`src/rtl/lsu_pkg.sv`:
```
// Shared types for the MMIO load-store unit: access sizes, FSM states, IO windows.
// Pure declarations, no logic.
// Not applicable to flow control.
package lsu_pkg;

  typedef enum logic [2:0] {
    SZ_B  = 3'b000,
    SZ_H  = 3'b001,
    SZ_W  = 3'b010,
    SZ_BU = 3'b100,
    SZ_HU = 3'b101
  } size_e;

  typedef enum logic [1:0] {
    IDLE      = 2'd0,
    DMEM_WAIT = 2'd1,
    RESP      = 2'd2
  } state_e;

  localparam logic [3:0] WIN_OUT = 4'h0;
  localparam logic [3:0] WIN_IN  = 4'h8;

  typedef struct packed {
    logic       we;
    logic [2:0] size;
    logic [1:0] off;
  } req_t;

  // Encodings with no meaning, plus unsigned variants used as store sizes.
  function automatic logic size_bad(input logic [2:0] size, input logic we);
    return (size == 3'b011) || (size[2] && (we || size[1]));
  endfunction

endpackage

```
`src/rtl/lsu_lane_align.sv`:
```
// Byte-lane steering: size + addr[1:0] -> store mask/data, extended load data, misalign flag.
// Combinational, zero latency.
// No flow control; used only while a request is being accepted or answered.
module lsu_lane_align
  import lsu_pkg::*;
(
  input  logic [2:0]  size,
  input  logic [1:0]  off,
  input  logic [31:0] st_data,
  input  logic [31:0] ld_word,
  output logic [3:0]  bmask,
  output logic [31:0] st_lanes,
  output logic [31:0] ld_data,
  output logic        misalign
);

  logic [31:0] lane;

  always_comb begin
    bmask    = 4'b0000;
    st_lanes = st_data;
    misalign = 1'b0;
    lane     = ld_word >> {off, 3'b000};
    ld_data  = lane;
    case (size[1:0])
      2'b00: begin
        bmask    = 4'b0001 << off;
        st_lanes = {4{st_data[7:0]}};
      end
      2'b01: begin
        bmask    = 4'b0011 << off;
        st_lanes = {2{st_data[15:0]}};
        misalign = off[0];
      end
      2'b10: begin
        bmask    = 4'b1111;
        misalign = |off;
      end
      default: ;
    endcase
    case (size)
      SZ_B:    ld_data = {{24{lane[7]}}, lane[7:0]};
      SZ_BU:   ld_data = {24'h0, lane[7:0]};
      SZ_H:    ld_data = {{16{lane[15]}}, lane[15:0]};
      SZ_HU:   ld_data = {16'h0, lane[15:0]};
      default: ld_data = lane;
    endcase
  end

endmodule

```
`src/rtl/lsu_mmio.sv`:
```
// Handshaked load-store unit fronting data memory and MMIO output/input register banks.
// Latency: error/IO one cycle after accept; DMEM one cycle after ack (or TIMEOUT cycles).
// req_ready only in IDLE; response is a one-cycle pulse with no back-pressure.
module lsu_mmio
  import lsu_pkg::*;
#(
  parameter int ADDR_W      = 16,
  parameter int DMEM_AW     = 13,
  parameter int N_OUT       = 8,
  parameter int N_IN        = 2,
  parameter int SYNC_STAGES = 2,
  parameter int TIMEOUT     = 64
) (
  input  logic                 clk,
  input  logic                 rst,
  input  logic                 req_valid,
  output logic                 req_ready,
  input  logic                 req_we,
  input  logic [ADDR_W-1:0]    req_addr,
  input  logic [2:0]           req_size,
  input  logic [31:0]          req_wdata,
  output logic                 rsp_valid,
  output logic [31:0]          rsp_rdata,
  output logic                 rsp_err,
  output logic [DMEM_AW-1:0]   dmem_addr,
  output logic [31:0]          dmem_wdata,
  output logic [3:0]           dmem_bmask,
  output logic                 dmem_wren,
  output logic                 dmem_rden,
  input  logic [31:0]          dmem_rdata,
  input  logic                 dmem_ack,
  output logic [N_OUT*32-1:0]  io_out,
  input  logic [N_IN*32-1:0]   io_in
);

  localparam int              TW     = (TIMEOUT > 1) ? $clog2(TIMEOUT) : 1;
  localparam logic [TW-1:0]   T_LAST = TW'(TIMEOUT - 1);
  localparam logic [6:0]      N_OUT_L = 7'(N_OUT);
  localparam logic [6:0]      N_IN_L  = 7'(N_IN);

  state_e           state;
  req_t             rq;
  logic [TW-1:0]    timer;
  logic [31:0]      out_regs [N_OUT];
  logic [N_IN*32-1:0] sync_q [SYNC_STAGES];

  logic [3:0]  win;
  logic [5:0]  idx;
  logic        is_io, out_hit, in_hit, req_err, accept, io_wr;
  logic [31:0] io_word, al_word, st_lanes, ld_data;
  logic [2:0]  al_size;
  logic [1:0]  al_off;
  logic [3:0]  bmask;
  logic        misalign;
  logic        unused_addr;

  assign win     = req_addr[11:8];
  assign idx     = req_addr[7:2];
  assign is_io   = req_addr[ADDR_W-2];
  assign out_hit = (win == WIN_OUT) && ({1'b0, idx} < N_OUT_L);
  assign in_hit  = (win == WIN_IN) && ({1'b0, idx} < N_IN_L);
  assign req_err = size_bad(req_size, req_we) | misalign | (is_io & ~out_hit & ~in_hit);

  assign req_ready = (state == IDLE);
  assign accept    = req_valid & req_ready;
  // Stores into the input window are dropped silently; only the output bank is writable.
  assign io_wr     = accept & req_we & is_io & ~req_err & out_hit;
  assign unused_addr = ^req_addr;

  always_comb begin
    io_word = '0;
    for (int k = 0; k < N_OUT; k++)
      if (out_hit && idx == 6'(k)) io_word = out_regs[k];
    for (int k = 0; k < N_IN; k++)
      if (in_hit && idx == 6'(k)) io_word = sync_q[SYNC_STAGES-1][32*k +: 32];
  end

  // One aligner serves both the incoming request and the pending DMEM load.
  assign al_size = (state == IDLE) ? req_size      : rq.size;
  assign al_off  = (state == IDLE) ? req_addr[1:0] : rq.off;
  assign al_word = (state == IDLE) ? io_word       : dmem_rdata;

  lsu_lane_align u_align (
    .size     (al_size),
    .off      (al_off),
    .st_data  (req_wdata),
    .ld_word  (al_word),
    .bmask    (bmask),
    .st_lanes (st_lanes),
    .ld_data  (ld_data),
    .misalign (misalign)
  );

  always_ff @(posedge clk or negedge rst) begin
    if (!rst) begin
      state      <= IDLE;
      rq         <= '0;
      timer      <= '0;
      rsp_valid  <= 1'b0;
      rsp_rdata  <= '0;
      rsp_err    <= 1'b0;
      dmem_addr  <= '0;
      dmem_wdata <= '0;
      dmem_bmask <= '0;
      dmem_wren  <= 1'b0;
      dmem_rden  <= 1'b0;
    end else begin
      case (state)
        IDLE: if (accept) begin
          rq <= '{we: req_we, size: req_size, off: req_addr[1:0]};
          if (req_err) begin
            state     <= RESP;
            rsp_valid <= 1'b1;
            rsp_err   <= 1'b1;
          end else if (is_io) begin
            state     <= RESP;
            rsp_valid <= 1'b1;
            if (!req_we) rsp_rdata <= ld_data;
          end else begin
            state      <= DMEM_WAIT;
            timer      <= '0;
            dmem_addr  <= {req_addr[DMEM_AW-1:2], 2'b00};
            dmem_wdata <= st_lanes;
            dmem_bmask <= req_we ? bmask : 4'b0000;
            dmem_wren  <= req_we;
            dmem_rden  <= ~req_we;
          end
        end
        DMEM_WAIT: begin
          // An ack in the final timer cycle takes priority over the timeout.
          if (dmem_ack) begin
            state     <= RESP;
            rsp_valid <= 1'b1;
            dmem_wren <= 1'b0;
            dmem_rden <= 1'b0;
            if (!rq.we) rsp_rdata <= ld_data;
          end else if (TIMEOUT != 0 && timer == T_LAST) begin
            state     <= RESP;
            rsp_valid <= 1'b1;
            rsp_err   <= 1'b1;
            dmem_wren <= 1'b0;
            dmem_rden <= 1'b0;
          end else begin
            timer <= timer + 1'b1;
          end
        end
        RESP: begin
          state     <= IDLE;
          rsp_valid <= 1'b0;
          rsp_rdata <= '0;
          rsp_err   <= 1'b0;
        end
        default: state <= IDLE;
      endcase
    end
  end

  always_ff @(posedge clk or negedge rst) begin
    if (!rst) begin
      for (int k = 0; k < N_OUT; k++) out_regs[k] <= '0;
    end else if (io_wr) begin
      for (int k = 0; k < N_OUT; k++)
        if (idx == 6'(k))
          for (int b = 0; b < 4; b++)
            if (bmask[b]) out_regs[k][8*b +: 8] <= st_lanes[8*b +: 8];
    end
  end

  always_ff @(posedge clk or negedge rst) begin
    if (!rst) begin
      for (int s = 0; s < SYNC_STAGES; s++) sync_q[s] <= '0;
    end else begin
      sync_q[0] <= io_in;
      for (int s = 1; s < SYNC_STAGES; s++) sync_q[s] <= sync_q[s-1];
    end
  end

  for (genvar k = 0; k < N_OUT; k++) begin : g_out
    assign io_out[32*k +: 32] = out_regs[k];
  end

endmodule

```
`config.mk`:
```
export PLATFORM = sky130hd
export DESIGN_NAME = lsu_mmio
export DESIGN_NICKNAME = d
export VERILOG_FILES = /design/src/rtl/lsu_pkg.sv /design/src/rtl/lsu_lane_align.sv /design/src/rtl/lsu_mmio.sv
export SDC_FILE = /design/constraint.sdc
export NUM_CORES = 1
export LEC_CHECK = 0
export BUFFER_PORTS_ARGS = -buffer_cell sky130_fd_sc_hd__clkbuf_2
export CAP_MARGIN = 25
export CORE_MARGIN = 2
export CORE_UTILIZATION = 33
export CTS_BUF_LIST = sky130_fd_sc_hd__clkbuf_8
export DETAILED_ROUTE_END_ITERATION = 10
export PLACE_DENSITY = 0.6
export SKIP_CTS_REPAIR_TIMING = 1
export SLEW_MARGIN = 5
export SYNTH_ARGS = -nofsm -noshare
export SYNTH_HDL_FRONTEND = slang
export SYNTH_SLANG_ARGS = --single-unit
```
`constraint.sdc`:
```
create_clock -name clk -period 3.1 [get_ports clk]
set_input_delay 0.62 -clock clk [delete_from_list [all_inputs] [get_ports clk]]
set_output_delay 0.62 -clock clk [all_outputs]
set_load 0.02 [all_outputs]
```
# After elaboration in Yosys (flattened, before gate mapping)

Cells that the tools add are included.

Input bits: 152
RAM bits: 0
Memories kept: 0
ROM bits: 0
Bits in latches: 0
Flip-flop bits (word level): 481

$mul: 0
$lt $le $gt $ge: 2
Reduce and logical (&&, ||, !) cells: 63
Divide/modulo/power cells: 0
$add $sub $neg: 1
Eq/ne operators: 30
Bitwise logic cells: 14
Shifts and indexed selects: 3
Muxes and demuxes: 57

Operators with widths:

| cell                | number |
|---|---|
| $mux 32             | 17 |
| $pmux 32 s4         | 1 |
| $pmux 32 s3         | 1 |
| $reduce_and 3->1    | 32 |
| $pmux 32 s2         | 1 |
| $shr 32x5->32       | 1 |
| $mux 6              | 5 |
| $eq 6x3->1 const B  | 4 |
| $mux 1              | 16 |
| $ne 2x2->1 const B  | 8 |
| $logic_and 1x1->1   | 13 |
| $eq 6x2->1 const B  | 2 |
| $mux 2              | 6 |
| $pmux 4 s3          | 1 |
| $pmux 6 s2          | 1 |
| $reduce_and 5->1    | 2 |
| $reduce_and 4->1    | 2 |
| $and 1x1->1         | 7 |
| $reduce_and 7->1    | 1 |
| $add 6x1->6 const B | 1 |
| $eq 3x3->1 const B  | 2 |
| $eq 6x1->1 const B  | 1 |
| $eq 6x6->1 const B  | 1 |
| $logic_not 6->1     | 1 |
| other kinds (28)    | 43 |

# Depth between registers and ports, before layout

Gate-level depths: netlist (run 1).

Word-level depth: 21
Depth in mapped cells: 15
Depth with buffers taken out: 12

# Hierarchy

From an unflattened synthesis (run 1), not the netlist that was laid out.

Cell total of the unflattened synthesis: 1,779
Area total of the unflattened synthesis: 21,564.4 sq um

Modules (own cells, without submodules):

| module         | sequential area each (sq um) | cells each | instances | area each (sq um) |
|---|---|---|---|---|
| lsu_mmio       | 12,036.5                     | 1,585      | 1         | 20,249.4 |
| lsu_lane_align | 0.0                          | 194        | 1         | 1,315.0 |

# Worst setup path before layout (run 1)

No wires, ideal clock.

Path type: reg-to-reg
Start point: reg state[0]
End point: reg rsp_rdata[9]
Arrival time: 2.999 ns
Path slack: -0.030 ns
Cell stages (with the launch flop): 14
Data required time: 2.969 ns
Period minus slack after synthesis: 3.130 ns
Path through: dfrtp_1 or2_1 buf_4 inv_4 mux2i_1 ha_1 nand2_1 o221a_2 a41oi_1 nor2_1 buf_2 nand2_2 nor3b_1 or3_1

Cells in the longest elaborated chain, start to end: 9

RTL lines:

| what                                  | line                 | source |
|---|---|---|
| start, declared                       | lsu_mmio.sv:41       | `state_e state;` |
| start signal, assigned                | lsu_mmio.sv:96       | `state <= IDLE;` |
| start signal, assigned                | lsu_mmio.sv:112      | `state <= RESP;` |
| start signal, assigned                | lsu_mmio.sv:116      | `state <= RESP;` |
| $logic_not 2->1                       | --                   |  |
| $mux 32 (tied with other cells)       | lsu_mmio.sv:81       | `assign al_word = (state == IDLE) ? io_word : dmem_rdata;` |
| $shr 32x5->32 (tied with other cells) | lsu_lane_align.sv:23 | `lane = ld_word >> {off, 3'b000};` |
| $pmux 32 s4                           | lsu_lane_align.sv:41 | `case (size)` |
| $mux 32                               | lsu_mmio.sv:118      | `if (!req_we) rsp_rdata <= ld_data;` |
| $mux 32                               | lsu_mmio.sv:115      | `end else if (is_io) begin` |
| $mux 32                               | lsu_mmio.sv:111      | `if (req_err) begin` |
| $mux 32                               | lsu_mmio.sv:109      | `IDLE: if (accept) begin` |
| $pmux 32 s3                           | lsu_mmio.sv:108      | `case (state)` |
| end signal, assigned                  | lsu_mmio.sv:118      |  |
| end signal, assigned                  | lsu_mmio.sv:136      | `if (!rq.we) rsp_rdata <= ld_data;` |
| end, declared                         | lsu_mmio.sv:23       | `output logic [31:0] rsp_rdata,` |

Several ways; a longest one is shown, not always the timed one. The select of a mux whose other input is x is not followed.
A chain may end at the register's enable or synchronous reset.

# Worst setup path in the final report (run 1)

Start point: reg state[0]
End point: reg rsp_rdata[15]

Same word-level chain as after synthesis.

==> results of run 1 <==
-- per-stage QoR --
stage | total power [uW] | std cells | instance area (um^2) | util
6_report | 18400 | 3740 | 28900 | 0.459
5_1_grt | 19100 | 3738 | 28900 | 0.459
4_1_cts | 18300 | 3736 | 28800 | 0.458
3_5_place_dp | 12200 | 3588 | 27000 | 0.430
3_3_place_gp | 12100 | 3588 | 27000 | 0.430
2_1_floorplan | 9480 | 2016 | 20900 | -
-- layout by cell type (no fill, tap or decap), types with 6 or more instances in the layout --
cell type,n
dfrtp_1,481
buf_12,29
and3_1,18
nand2_2,6
buf_4,346
nor2_1,63
a31oi_1,14
clkinv_2,8
o22ai_1,24
o221ai_1,15
nor3_1,23
mux2i_1,17
a21oi_1,70
inv_1,34
nor2b_1,15
a22o_1,14
and2_1,8
a32o_1,6
clkbuf_2,488
o21ai_0,266
nor3b_1,6
nand2b_1,10
o211ai_1,21
mux2_2,77
a22oi_1,25
a2bb2oi_1,6
a211oi_1,12
a211o_1,11
a221oi_1,21
clkbuf_8,108
or3_1,10
o31ai_1,17
nand3_1,50
nand2_1,392
a31o_2,6
a221o_1,12
nand4_1,14
a21o_1,9
-- per-layer routing --
| metal | GRT usage | part of all wire | vias to the layer above |
|---|---|---|---|
| met3 | 0.0776 | 0.080 | 174 |
| met1 | 0.396 | 0.41 | 10200 |
| met2 | 0.503 | 0.47 | 893 |
| met4 | 0.122 | 0.039 | 2 |
| li1 | - | - | 8945 |
| met5 | 0 | 0.00013 | - |
-- final cells by class --
| class | instances | area [um^2] | area share |
|---|---|---|---|
| sequential | 481 | 12000 | 0.417 |
| multi-input combinational | 1382 | 8290 | 0.287 |
| timing repair buffer | 867 | 5670 | 0.196 |
| clock buffer | 108 | 1490 | 0.0515 |
| tap | 846 | 1060 | 0.0367 |
| clock inverter | 40 | 270 | 0.00936 |
| inverter | 14 | 55.1 | 0.00191 |
| antenna | 2 | 5.00 | 0.000173 |
-- flip-flops by register name, summed over array words and instances (netlist names) --
signal      count
dmem_addr      11
sync_q        128
io_out        256
rq              6
rsp_rdata      32
rsp_err         1
dmem_wdata     32
dmem_rden       1
timer           6
rsp_valid       1
dmem_bmask      4
state           2
dmem_wren       1
-- power breakdown --
group / total (uW) / switching [uW] / internal [uW]
clock: 6120 / 2750 / 3380
sequential: 7100 / 319 / 6780
combinational: 5140 / 3390 / 1750
total: 18400 / 6460 / 11900
-- critical path, cell delays in order, from the launching register on --
cell     delay (ns)
dfrtp_1        0.38
or2_4          0.31
inv_4          0.14
mux2i_4        0.30
ha_1           0.22
nand2_1        0.06
o221a_2        0.31
a41oi_2        0.22
nor2_1         0.06
buf_4          0.17
buf_4          0.13
nand2_1        0.06
nor2b_2        0.05
buf_4          0.17
a211o_1        0.28
-- kinds of logic (layout without fill, tap and decap cells) --
logic type	count (synthesis)	after routing	synth area share
and+or+nand+nor	662	662	0.145
adders and majority gates	4	4	0.00240
buffers and inverters	153	1029	0.0332
AOI/OAI and AO/OA	612	612	0.188
DFF	481	481	0.576
muxes	98	98	0.0528
xor gates and xnor gates	4	4	0.00168
other	1	4	0.000179
-- worst min-delay path by stage --
stage               depth (start not counted)                        end
floorplan                                   0  dmem_addr[10]$_DFFE_PN0P_
global placement                            0       sync_q[20]$_DFF_PN0_
detailed placement                          0       sync_q[11]$_DFF_PN0_
CTS                                         1       sync_q[76]$_DFF_PN0_
global route                                1      sync_q[111]$_DFF_PN0_
finish                                      1       sync_q[87]$_DFF_PN0_
==> results.tsv, run 1 <==
metric	value	unit
outcome	finished clean	
r2r-end	rsp_rdata[15]$_DFFE_PN0P_	
fin_crit_sh	0.967	
layout_min_cycle_time	3.00	ns
yosys.area.top_type_share	0.576	
timing.final.ws_setup	0.102	ns
grt_first_pass_wirelength	147	mm
root_buffer	clkbuf_8	
row_count	92	
synth-async-reset-ratio	1.00	
required	3.65	ns
hp-class	input pin to register	
ys_ff_latch	481	
total_leakage_power	0.0143	uW
report.final.slew_viol_count	0	
final_nets	2987	
synthCells	2015	
drtIter0Drc	1684	
drive_above_1_share	0.390	
crit_start	state[0]$_DFFE_PN0P_	
synth_edf_count	0	
ff2ff_setup_slack	0.10	ns
cp-end-kind	register	
syn2layout_area_growth	38.2	%
gp_routability_congestion	0.978	
grt_pass1_vias	20800	
antenna_found_initial	4	
max_slew.worst_pin.slew	0.736	ns
ios	494	
grt.total_usage	0.309	
route.detailed.drc	0	
finalSetupViolCount	0	
ys_top_cells_by_area	dfrtp_1 (58%), nand2_1 (7.1%), o21ai_0 (6.4%)	
max_cap_viol_count	0	
synth.largest_area_cell	dfrtp_1	
rsz0062_at_grt	yes	
vias	20300	
synth_ff_type	dfrtp_1	
start_util	0.332	
hp-start	io_in[23]	
startpoint_type	register	
die_h	256	um
dieArea	65300	um^2
critPathArrivalTime	3.55	ns
die_w	256	um
fin_skew	0.0384	ns
n_fill_cell	6133	
path_class	register to register	
routed_wl	103	mm
yosysWarnings	0	
cts_tree	done	
post_drt_wl_per_cell	27.5	um
crit_end	rsp_rdata[15]$_DFFE_PN0P_	
yosysSeqAreaShare	0.576	
cts_sinks	481	
synth_area_per_cell	10.4	um^2
ff2ff_path_depth	14	
viasPerCell	5.42	
ant_nets	0	
holdWs	0.0321	ns
dpl.hpwl	81.9	mm
post-place-ws	-0.471	ns
critPathMaxFanout	7	
grt_max_degree	78	
fin_tns_setup	0	ns
r2r_start	state[0]$_DFFE_PN0P_	
cts-buffers-inserted	85	
coreArea	62900	um^2
p_per_area	636	nW/um^2
gr-total-overflow	0	
finalHoldViolCount	0	
insertion_delay	0.70	ns
cts.reportedPaths.clkPinSlew	0.06	ns
relSlewSlack	0.509	
h-tree-depth	3	
max-vdd-ir-drop	0.336	mV
max_freq	334	MHz
netlist_top_cells_count	dfrtp_1 (481), nand2_1 (397), o21ai_0 (267)	
syn_area	20900	um^2
ctsLongestPathBuffers	3	
port_buffers	489	
yosysUniqueCellTypes	94	
first_pass_iters	5	
synth.most_common_cell	dfrtp_1	
Note: power is estimated with default switching activity, not from simulation.
==> run 2: changes to the inputs <==
--- a/config.mk
+++ b/config.mk
@@ -11,7 +11,7 @@
 export CORE_UTILIZATION = 33
 export CTS_BUF_LIST = sky130_fd_sc_hd__clkbuf_8
 export DETAILED_ROUTE_END_ITERATION = 10
-export PLACE_DENSITY = 0.6
+export PLACE_DENSITY_LB_ADDON = 0.12
 export SKIP_CTS_REPAIR_TIMING = 1
 export SLEW_MARGIN = 5
 export SYNTH_ARGS = -nofsm -noshare
==> results.tsv, run 2 (same netlist as run 1, synthesis figures left out) <==
metric	value	unit	change
insertion_delay	0.72	ns	was 0.70 ns
hp-start	io_in[51]		was io_in[23]
crit_family	compound AO/OA/AOI/OAI gates		unchanged
drtIter0Drc	1829		was 1,684
ios	494		unchanged
finalNonFillerCells	3800		was 3,740
critPathMaxFanout	11		was 7
ant_nets	0		unchanged
dpl.hpwl	81.9	mm	about the same
max_slew.worst_pin.slew	0.928	ns	was 0.736 ns
gr-total-overflow	0		unchanged
root_buffer	clkbuf_8		unchanged
die_h	256	um	unchanged
layout_common_cells	clkbuf_2 (488), dfrtp_1 (481), nand2_1 (396)		was clkbuf_2 (488), dfrtp_1 (481), nand2_1 (392)
critPathArrivalTime	3.64	ns	was 3.55 ns
fin_skew	0.0351	ns	was 0.0384 ns
report.final.slew_viol_count	0		unchanged
finalSetupViolCount	0		unchanged
route.detailed.drc	0		unchanged
coreArea	62900	um^2	unchanged
critical_path_buf_inv_count	3		was 4
combPwrFrac	0.279		was 0.280
layout_min_cycle_time	3.05	ns	was 3.00 ns
first_pass_iters	5		unchanged
max_freq	328	MHz	was 334 MHz
path_depth	11		was 14
p_clk_frac	0.345		was 0.334
r2r_start	state[0]$_DFFE_PN0P_		unchanged
ff2ff_setup_slack	0.08	ns	was 0.10 ns
die_w	256	um	unchanged
syn2layout_area_growth	41.3	%	was 38.2%
cts.reportedPaths.clkPinSlew	0.06	ns	about the same
hold_end	sync_q[115]$_DFF_PN0_		was sync_q[87]$_DFF_PN0_
post_drt_wl_per_cell	27.2	um	was 27.5 um
dieArea	65300	um^2	unchanged
relSlewSlack	0.366		was 0.509
p_per_area	638	nW/um^2	was 636 nW/um^2
antenna_found_initial	6		was 4
path_common_cell	buf_4		unchanged
grt_first_pass_wirelength	148	mm	was 147 mm
r2r-end	rsp_rdata[9]$_DFFE_PN0P_		was rsp_rdata[15]$_DFFE_PN0P_
max_stage_delay	0.60	ns	was 0.38 ns
grt.total_usage	0.311		was 0.309
gp_routability_congestion	0.948		was 0.978
start_util	0.332		unchanged
cts_tree	done		unchanged
h-tree-depth	3		unchanged
crit_start	req_addr[2]		was state[0]$_DFFE_PN0P_
max_cap_viol_count	0		unchanged
drive_above_1_share	0.383		was 0.390
startpoint_type	input pin		was register
grt_pass1_vias	20700		was 20,800
finalHoldViolCount	0		unchanged
routed_wl	103	mm	about the same
max-vdd-ir-drop	0.458	mV	was 0.336 mV
p_int	12300	uW	was 11,900 uW
largest_register_ff_count	256		unchanged
path_class	input pin to register		was register to register
vias	20500		was 20,300
fin_util	0.470		was 0.459
switchingPower	6570	uW	was 6460 uW
final_nets	3040		was 2,987
required	3.69	ns	was 3.65 ns
slowest_stage	a2111oi_0		was dfrtp_1
path_cells	clkbuf_2, buf_4, nor2_1, buf_4, and3_1, a2111oi_0, a21oi_1, a211o_1, o221ai_1, nand2_1, a32o_1		was or2_4, inv_4, mux2i_4, ha_1, nand2_1, o221a_2, a41oi_2, nor2_1, buf_4, buf_4, nand2_1, nor2b_2, buf_4, a211o_1
row_count	92		unchanged
rsz0062_at_grt	yes		unchanged
whs_path_depth	1		unchanged
power_frac_seq	0.376		was 0.387
cts_sinks	481		unchanged
ff2ff_path_depth	11		was 14
grt_max_degree	75		was 78
port_buffers	489		unchanged
final_common_cell	clkbuf_2		unchanged
dp_cells	3589		was 3,588
viasPerCell	5.39		was 5.42
fin_crit_sh	0.985		was 0.967
outcome	finished clean		unchanged
hp-class	input pin to register		unchanged
cts-buffers-inserted	86		was 85
total_leakage_power	0.0146	uW	was 0.0143 uW
ctsLongestPathBuffers	3		unchanged
p_sw_frac	0.348		was 0.352
cp-end-kind	register		unchanged
==> run 2: changes by cell type in the layout (fill, tap and decap cells not counted), sizes merged <==
cell         change
clkinv           -2
inv              +9
bufinv           +3
diode            +1
buf              +1
clkinvlp         -3
dlygate4sd3     +51
==> run 2: how the worst max path moves through the flow <==
stage	slack [ns]	end
finish	0.05	rsp_rdata[6]$_DFFE_PN0P_
global route	-0.02	rsp_rdata[24]$_DFFE_PN0P_
CTS	-0.11	rsp_rdata[23]$_DFFE_PN0P_
detailed placement	-0.58	rsp_rdata[6]$_DFFE_PN0P_
global placement	-0.57	rsp_rdata[22]$_DFFE_PN0P_
floorplan	0.08	rsp_rdata[9]$_DFFE_PN0P_
==> run 2: cell type report <==
cell class / instances / area (um^2)
fillers: 6200 / 33300
diodes: 3 / 7.51
inverters: 14 / 55.1
multi-input cells: 1382 / 8290
clock buffers: 108 / 1490
flip-flops and latches: 481 / 12000
well taps: 846 / 1060
clock inverters: 47 / 394
repair buffers: 919 / 6180
==> run 2: routing by layer <==
| layer | up-vias | track usage | part of all wire |
|---|---|---|---|
| met5 | - | 0 | 0 |
| li1 | 9051 | - | - |
| met2 | 832 | 0.510 | 0.48 |
| met4 | 0 | 0.0980 | 0.031 |
| met1 | 10400 | 0.403 | 0.42 |
| met3 | 154 | 0.0773 | 0.073 |
==> run 2: through the flow <==
step / TNS (ns) / setup WS (ns) / power (uW) / area, um^2 / hold WS [ns]
after detailed placement: -28.15 / -0.578 / 12200 / 27000 / 0.335
after CTS: -1.08 / -0.113 / 18800 / 28900 / -0.137
after global routing: -0.0462 / -0.0228 / 19600 / 29500 / -0.00158
final: 0 / 0.0474 / 18800 / 29500 / 0.0443
after global placement: -23.60 / -0.574 / 12200 / 27000 / 0.333
after floorplan: 0 / 0.0825 / 9480 / 20900 / 0.324
==> run 2: power by group through the flow <==
stage                     Sequential [uW]  Clock, uW  Combinational (uW)
after floorplan                      7580          0                1900
after global placement               7180          0                5000
after detailed placement             7200          0                5040
after CTS                            7090       6640                5050
after global routing                 7140       6930                5540
final                                7090       6490                5260
